==> config.mk <==
export PLATFORM = sky130hd
export DESIGN_NAME = ssd_scan_driver
export DESIGN_NICKNAME = d
export VERILOG_FILES = /design/src/rtl/ssd_scan_driver.sv
export SDC_FILE = /design/constraint.sdc
export NUM_CORES = 1
export LEC_CHECK = 0
export ABC_AREA = 0
export CAP_MARGIN = 20
export CORE_MARGIN = 3
export CORE_UTILIZATION = 33
export CTS_CLUSTER_SIZE = 24
export DETAILED_ROUTE_END_ITERATION = 12
export PLACE_DENSITY = 0.62
export SKIP_LAST_GASP = 1
export SYNTH_ARGS = -nofsm -noshare
export SYNTH_HDL_FRONTEND = slang
export SYNTH_SLANG_ARGS = --single-unit
==> constraint.sdc <==
create_clock -name board_clk -period 3.6 [get_ports board_clk]
set_input_delay 1.08 -clock board_clk [delete_from_list [all_inputs] [get_ports board_clk]]
set_output_delay 1.08 -clock board_clk [all_outputs]
set_load 0.005 [all_outputs]
==> src/rtl/ssd_scan_driver.sv <==
`timescale 1ns/1ps
// ssd_scan_driver: N-digit multiplexed seven-segment scan driver.
// Frame-synchronous double buffering, leading-zero blanking, per-digit DP,
// anti-ghosting guard at the start of each dwell and a frame_done strobe.
// Optional feature macro: SSD_BLINK_EN (adds blink_mask port and blink counter).
module ssd_scan_driver #(
    parameter int unsigned NUM_DIGITS     = 4,
    parameter int unsigned SCAN_DIV_BITS  = 18,
    parameter int unsigned GUARD_CYCLES   = 16,
    parameter int unsigned ANODE_ACT_LOW  = 1,
    parameter int unsigned BLINK_DIV_BITS = 25
) (
    input  logic                    board_clk,
    input  logic                    reset,
    input  logic                    enable,
    input  logic                    load,
    input  logic [4*NUM_DIGITS-1:0] digits_in,
    input  logic [NUM_DIGITS-1:0]   dp_in,
    input  logic                    blank_lz,
`ifdef SSD_BLINK_EN
    input  logic [NUM_DIGITS-1:0]   blink_mask,
`endif
    output logic [NUM_DIGITS-1:0]   anodes,
    output logic [6:0]              cathodes,
    output logic                    dp_out,
    output logic                    frame_done
);

    localparam int unsigned IDX_W = (NUM_DIGITS > 1) ? $clog2(NUM_DIGITS) : 1;
    localparam int unsigned DIG_W = 4 * NUM_DIGITS;
    localparam logic [IDX_W-1:0] LAST_IDX = IDX_W'(NUM_DIGITS - 1);
    // XOR mask turning an active-high one-hot select into pin polarity
    localparam logic [NUM_DIGITS-1:0] AN_OFF =
        (ANODE_ACT_LOW != 0) ? {NUM_DIGITS{1'b1}} : {NUM_DIGITS{1'b0}};

    logic [SCAN_DIV_BITS-1:0] r_presc;
    logic [IDX_W-1:0]         r_idx;
    logic [DIG_W-1:0]         r_snap;
    logic [NUM_DIGITS-1:0]    r_dp_snap;
    logic                     r_load_pend;

    logic                     w_presc_wrap;
    logic                     w_frame_wrap;
    logic [3:0]               w_code;
    logic                     w_dp_sel;
    logic [NUM_DIGITS-1:0]    w_lz_blank;
    logic                     w_higher_zero;
    logic [NUM_DIGITS-1:0]    w_an_on;
    logic [6:0]               w_seg;

    assign w_presc_wrap = (r_presc == {SCAN_DIV_BITS{1'b1}});
    assign w_frame_wrap = w_presc_wrap && (r_idx == LAST_IDX);

`ifdef SSD_BLINK_EN
    logic [BLINK_DIV_BITS-1:0] r_blink;

    // Free-running blink phase counter, cleared only by reset
    always_ff @(posedge board_clk or posedge reset) begin
        if (reset) begin
            r_blink <= '0;
        end else begin
            r_blink <= r_blink + BLINK_DIV_BITS'(1);
        end
    end
`endif

    // Dwell prescaler and digit index; disable parks the scan at digit 0
    always_ff @(posedge board_clk or posedge reset) begin
        if (reset) begin
            r_presc    <= '0;
            r_idx      <= '0;
            frame_done <= 1'b0;
        end else if (!enable) begin
            r_presc    <= '0;
            r_idx      <= '0;
            frame_done <= 1'b0;
        end else begin
            r_presc    <= r_presc + SCAN_DIV_BITS'(1);
            frame_done <= w_frame_wrap;
            if (w_presc_wrap) begin
                r_idx <= w_frame_wrap ? '0 : r_idx + IDX_W'(1);
            end
        end
    end

    // Snapshot swaps only at a frame boundary so a frame never mixes old and new digits
    always_ff @(posedge board_clk or posedge reset) begin
        if (reset) begin
            r_snap      <= {DIG_W{1'b1}};
            r_dp_snap   <= '0;
            r_load_pend <= 1'b0;
        end else if (enable && w_frame_wrap && (r_load_pend || load)) begin
            r_snap      <= digits_in;
            r_dp_snap   <= dp_in;
            r_load_pend <= 1'b0;
        end else if (load) begin
            r_load_pend <= 1'b1;
        end
    end

    // Leading-zero mask, current digit select and anode gating
    always_comb begin
        w_code        = 4'hF;
        w_dp_sel      = 1'b0;
        w_lz_blank    = '0;
        w_higher_zero = 1'b1;
        w_an_on       = '0;
        for (int i = int'(NUM_DIGITS) - 1; i >= 0; i--) begin
            w_lz_blank[i] = blank_lz && (i != 0) && w_higher_zero &&
                            (r_snap[4*i +: 4] == 4'h0);
            w_higher_zero = w_higher_zero &&
                            ((r_snap[4*i +: 4] == 4'h0) || (r_snap[4*i +: 4] == 4'hF));
        end
        for (int i = 0; i < int'(NUM_DIGITS); i++) begin
            if (r_idx == IDX_W'(i)) begin
                w_code     = w_lz_blank[i] ? 4'hF : r_snap[4*i +: 4];
                w_dp_sel   = r_dp_snap[i];
                w_an_on[i] = 1'b1;
            end
        end
`ifdef SSD_BLINK_EN
        if (r_blink[BLINK_DIV_BITS-1] && ((blink_mask & w_an_on) != '0)) begin
            w_an_on = '0;
        end
`endif
        if (!enable || (r_presc < SCAN_DIV_BITS'(GUARD_CYCLES))) begin
            w_an_on = '0;
        end
    end

    // Code to active-low {Ca..Cg}
    always_comb begin
        w_seg = 7'b1111111;
        case (w_code)
            4'h0: w_seg = 7'b0000001;
            4'h1: w_seg = 7'b1001111;
            4'h2: w_seg = 7'b0010010;
            4'h3: w_seg = 7'b0000110;
            4'h4: w_seg = 7'b1001100;
            4'h5: w_seg = 7'b0100100;
            4'h6: w_seg = 7'b0100000;
            4'h7: w_seg = 7'b0001111;
            4'h8: w_seg = 7'b0000000;
            4'h9: w_seg = 7'b0000100;
            4'hA: w_seg = 7'b0001000;
            4'hB: w_seg = 7'b1100000;
            4'hC: w_seg = 7'b0110001;
            4'hD: w_seg = 7'b1000010;
            4'hE: w_seg = 7'b0110000;
            default: w_seg = 7'b1111111;
        endcase
    end

    // Registered pin drivers, one clock behind the scan counters
    always_ff @(posedge board_clk or posedge reset) begin
        if (reset) begin
            anodes   <= AN_OFF;
            cathodes <= 7'h7F;
            dp_out   <= 1'b1;
        end else begin
            anodes   <= w_an_on ^ AN_OFF;
            cathodes <= w_seg;
            dp_out   <= ~w_dp_sel;
        end
    end

endmodule
-- Yosys cells after proc, flatten, opt, wreduce, memory -nomap -nowiden
Memory sizes are Yosys's and may differ from the RTL's. A register that Yosys moved wholly into a read port is not among the register bits.
Index checks and enable logic that the tools add are counted.
- register bits after elaboration: 47
- ROM bits: 112
- input port bits: 25
- output and inout bits: 13
- logic and storage cells: 63
- memories kept: 1
- $add $sub $neg: 2
- $lt $le $gt $ge: 1
- eq/ne operators: 7
- muxes and demuxes: 23
- bitwise logic cells: 2
- reduce and logical (&&, ||, !) cells: 19
- memories (name ; words ; bits a word ; rd ports ; clocked after memory_dff ; write ports ; line ; source):
    (name not given) ; 16 ; 7 ; 1 ; 1 ; 0 ; 134 ; case (w_code)
- operators with widths (cell ; number):
    two-way mux 4 bit ; 8
    adder 18 x 1 -> 18 bit, second input constant ; 1
    == test 18 bit, second input constant ; 1
    less-than comparator 18 x 5 -> 1 bit, second input constant ; 1
    two-way mux 18 bit ; 1
    logical NOT 4 bit ; 3
    two-way mux 1 bit ; 11
    logical AND 1 bit ; 9
    == test 4 bit, second input constant ; 2
    two-way mux 2 bit ; 3
    == test 2 bit, second input constant ; 2
    logical OR 1 bit ; 4
    NOT 4 bit ; 1
    adder 2 x 1 -> 2 bit, second input constant ; 1
    == test 2 x 1 -> 1 bit, second input constant ; 1
    logical NOT 2 bit ; 1
    inequality test 2 x 1 -> 1 bit, second input constant ; 1
    nonzero test 2 bit ; 1
    logical NOT 1 bit ; 1
    NOT 1 bit ; 1

-- Longest topological paths before layout
- word-level depth: 9
- gate-level depth with buffers: 11
- depth with buffers taken out: 11

-- Worst setup path before layout
OpenSTA, ideal clock, no wires.
- path type: input -> register
- start: in blank_lz
- end: reg cathodes[5]
- setup time: 0.074 ns
- arrival: 2.901 ns
- required time: 3.526 ns
- setup slack: 0.625 ns
- cell stages on the path: 8
- buffers on the path: 0
- path through: or4b_4 o21ai_2 a2bb2oi_1 o211a_1 inv_1 ha_1 mux2_4 o22ai_2
- longest elaborated chain between the ends: 6
- elaborated cells on any way between the ends: 11
- classes of those cells: mux (6); reduce/logical (5)
- ends and longest elaborated chain (element ; line ; source):
    start, declared ; 19 ; input logic blank_lz,
    logical AND 1 bit (2 in a row) ; 109 ; w_lz_blank[i] = blank_lz && (i != 0) && w_higher_zero &&
    two-way mux 4 bit ; 116 ; w_code = w_lz_blank[i] ? 4'hF : r_snap[4*i +: 4];
    two-way mux 4 bit (2 in a row) ; 115 ; if (r_idx == IDX_W'(i)) begin
    two-way mux 4 bit (*) ; 115 ;
    end, declared ; 24 ; output logic [6:0] cathodes,
Every way passes the cells marked *; elsewhere a longest branch is shown, timed or not.
A chain may end at the register's enable or synchronous reset.

-- Worst setup path after layout
Same ends and word-level chain as after synthesis.

==> metrics.txt <==
status complete, no violations; Die H approximately 97 um; Hold EP dp_out$_DFF_PP1_; worst slew pin tran approximately 0.89 ns; clk sinks between 50 and 60; Post CTS Setup Buffer Count 0; ant diodes 0; CTS tree built; max cap viols 0; ANT nets after route 0; Worst R2R Setup Slack 0.93 ns; Hold Path Class register to register; Hold WS roughly 0.42 ns; proportion of layout cells with a drive suffix above 1 26.7%; Static Leak 1.43 nW; final instance area 0.00336 mm^2; Seq/Total Area, Yosys around 50%; cts hold-fix bufs 0; Syn Nets around 270; Hold Path Stages 1; startpoint class of the critical path input port; CP max FO 5; post_cts resized 0; Worst setup startpoint blank_lz; via count 1,915; Rel. slew slack between 40% and 50%; initial antenna violation count 0; Routed WL 5.20 mm; DRC viols 0; Die X slightly below 100 um; Mean Syn Cell Area approximately 12 um^2; Synth Warn # 0; Pwr per Cell Area around 320 mW/mm^2; Final Skew slightly below 0.008 ns; P&R area growth vs syn 22.5%; vias in the first global route between 1,500 and 2,000; TritonCTS Buffers 5; Die Area 0.00945 mm^2; Syn Std Cell Area roughly 0.0027 mm^2; I/O pin count 38; first-pass GRT wire length ~9.1 mm; peak supply drop around 0.16 mV; # port buffers 37; Pins Over Slew Limit 0; WP data required roughly 3.8 ns; drt wl/cell 13.6 um; Final Critical Period approximately 3.3 ns; TritonRoute pass-1 iters 4; flops & latches, synth 54; Worst EP arrival ~3.5 ns; most frequent cells in the layout 37 x clkdlybuf4s50_1, 28 x dfstp_2, 26 x dfrtp_1; Critical Setup Path Class input port to register; worst r2r src r_snap[8]$_DFFE_PP1P_; Skew-Pair Late Insertion Delay a little over 0.3 ns; worst r2r dst cathodes[5]$_DFF_PP1_; Post-DP Area ~0.0032 mm^2; Rows 32; total global-route track usage roughly 12%; post-layout net count around 320; max frequency 304 MHz; core area ~0.0079 mm^2; Setup violations, final 0; CTS Buffer Depth 2; Cells after DPL approximately 380; HPWL Detailed approximately 3.9 mm; RSZ-0062 raised after global routing no; Yosys cell types 46; non-filler instance count after layout about 380; most common cell after layout, fill and taps aside clkdlybuf4s50_1; clk root buf clkbuf_8; Syn Inst Count between 200 and 250; Routability Congestion ~0.85; Clock Pin Slew Worst Setup and Hold Paths ~0.10 ns; H-tree Lvls 2; Avg Vias per Cell 5.00; endpoints failing hold 0; starting DRC count in detailed routing between 90 and 100; Critical Path End Type register; cells on worst reg2reg path 8; Setup TNS Final 0 ns; GRT Residual Overflow 0; initial core utilization 34.8%; largest net degree at the start of global routing 37; crit share post-route approximately nine tenths; Hold Path Origin r_dp_snap[3]$_DFFE_PP0P_
## where the power goes
group | switching [mW] | internal (mW) | total [mW]
Clock | 0.202 | 0.207 | 0.409
Combinational | 0.0235 | 0.0293 | 0.0528
Sequential | 0.00294 | 0.611 | 0.614
Total | 0.228 | 0.847 | 1.08
## worst max-delay path, stage by stage
cell	delay (ns)
clkdlybuf4s50_1	0.53
or4b_4	0.49
o21ai_2	0.18
o221ai_1	0.13
nor2_1	0.31
inv_1	0.15
ha_1	0.23
mux2_4	0.28
o22ai_2	0.15
## cell families (layout without fill, tap and decap cells)
group / count (synthesis) / count (layout) / share of synthesized area, %
buffers and inverters: 18 / 64 / 3.55
AND/OR/NAND/NOR: 80 / 80 / 15.5
AO/OA/AOI/OAI: 23 / 23 / 7.06
flip-flops: 54 / 54 / 50.5
adder cells (fa/ha/maj): 12 / 12 / 5.47
multiplexers: 33 / 33 / 13.1
XOR/XNOR: 15 / 15 / 4.79
## metrics by stage
step           setup WS (ns)  total power, mW  utilization (%)
2_1_floorplan          0.625            0.641                -
3_3_place_gp           0.112            0.678             41.2
3_5_place_dp        -0.00318            0.678             41.2
4_1_cts                0.323             1.09             42.6
5_1_grt                0.142             1.13             42.6
6_report               0.308             1.08             42.6
## metal layers
| layer | global-route usage (%) | part of all wire [%] | vias up |
|---|---|---|---|
| met4 | 4.21 | 1.5 | 0 |
| met2 | 17.4 | 45 | 33 |
| met1 | 16.2 | 49 | 954 |
| met5 | 0 | 0 | - |
| li1 | - | - | 922 |
| met3 | 2.87 | 4.2 | 6 |
## cells in the mapped netlist, drive strengths merged
cell type | number | area share (%)
dfstp | 28 | 27
dfrtp | 26 | 24
nor2 | 24 | 3.3
mux2 | 21 | 8.8
nand2 | 15 | 2.1
ha | 12 | 5.5
mux2i | 12 | 4.4
inv | 11 | 1.5
nor4 | 8 | 2.1
xnor2 | 8 | 2.6
nand3 | 7 | 1.3
xor2 | 7 | 2.2
buf | 6 | 1.9
a21oi | 5 | 0.91
and2 | 4 | 0.91
nand4 | 4 | 0.91
nor3 | 4 | 0.91
and4 | 3 | 0.96
o221ai | 3 | 1.2
o22ai | 3 | 0.91
a2bb2oi | 2 | 0.64
and3 | 2 | 0.46
nand3b | 2 | 0.55
o211ai | 2 | 0.55
o21ai | 2 | 0.50
o41ai | 2 | 0.91
or3 | 2 | 0.46
a32oi | 1 | 0.32
a41oi | 1 | 0.32
clkinv | 1 | 0.14
nand2b | 1 | 0.23
nor4b | 1 | 0.32
o211a | 1 | 0.36
o31ai | 1 | 0.46
or2 | 1 | 0.23
or3b | 1 | 0.41
or4b | 1 | 0.50
## registers in the layout (all words and copies together), names as in the netlist
name and cells:
cathodes 7, r_snap 16, r_dp_snap 4, r_load_pend 1, anodes 4, dp_out 1, r_idx 2, frame_done 1
r_presc 18
## worst max path at each step
stage | endpoint | depth (start not counted)
3_3_place_gp | cathodes[5]$_DFF_PP1_ | 9
3_5_place_dp | cathodes[5]$_DFF_PP1_ | 9
4_1_cts | cathodes[5]$_DFF_PP1_ | 9
2_1_floorplan | cathodes[5]$_DFF_PP1_ | 8
6_report | cathodes[5]$_DFF_PP1_ | 9
5_1_grt | cathodes[5]$_DFF_PP1_ | 9
## cell type report
class                   count  area [um^2]
clock inverters             3         45.0
fillers                   730         4530
clock buffers               5         68.8
repair buffers             44          423
multi-input cells         163         1270
well taps                 102          128
flip-flops and latches     54         1390
inverters                  12         45.0
Power figures use the tool's default switching activity.
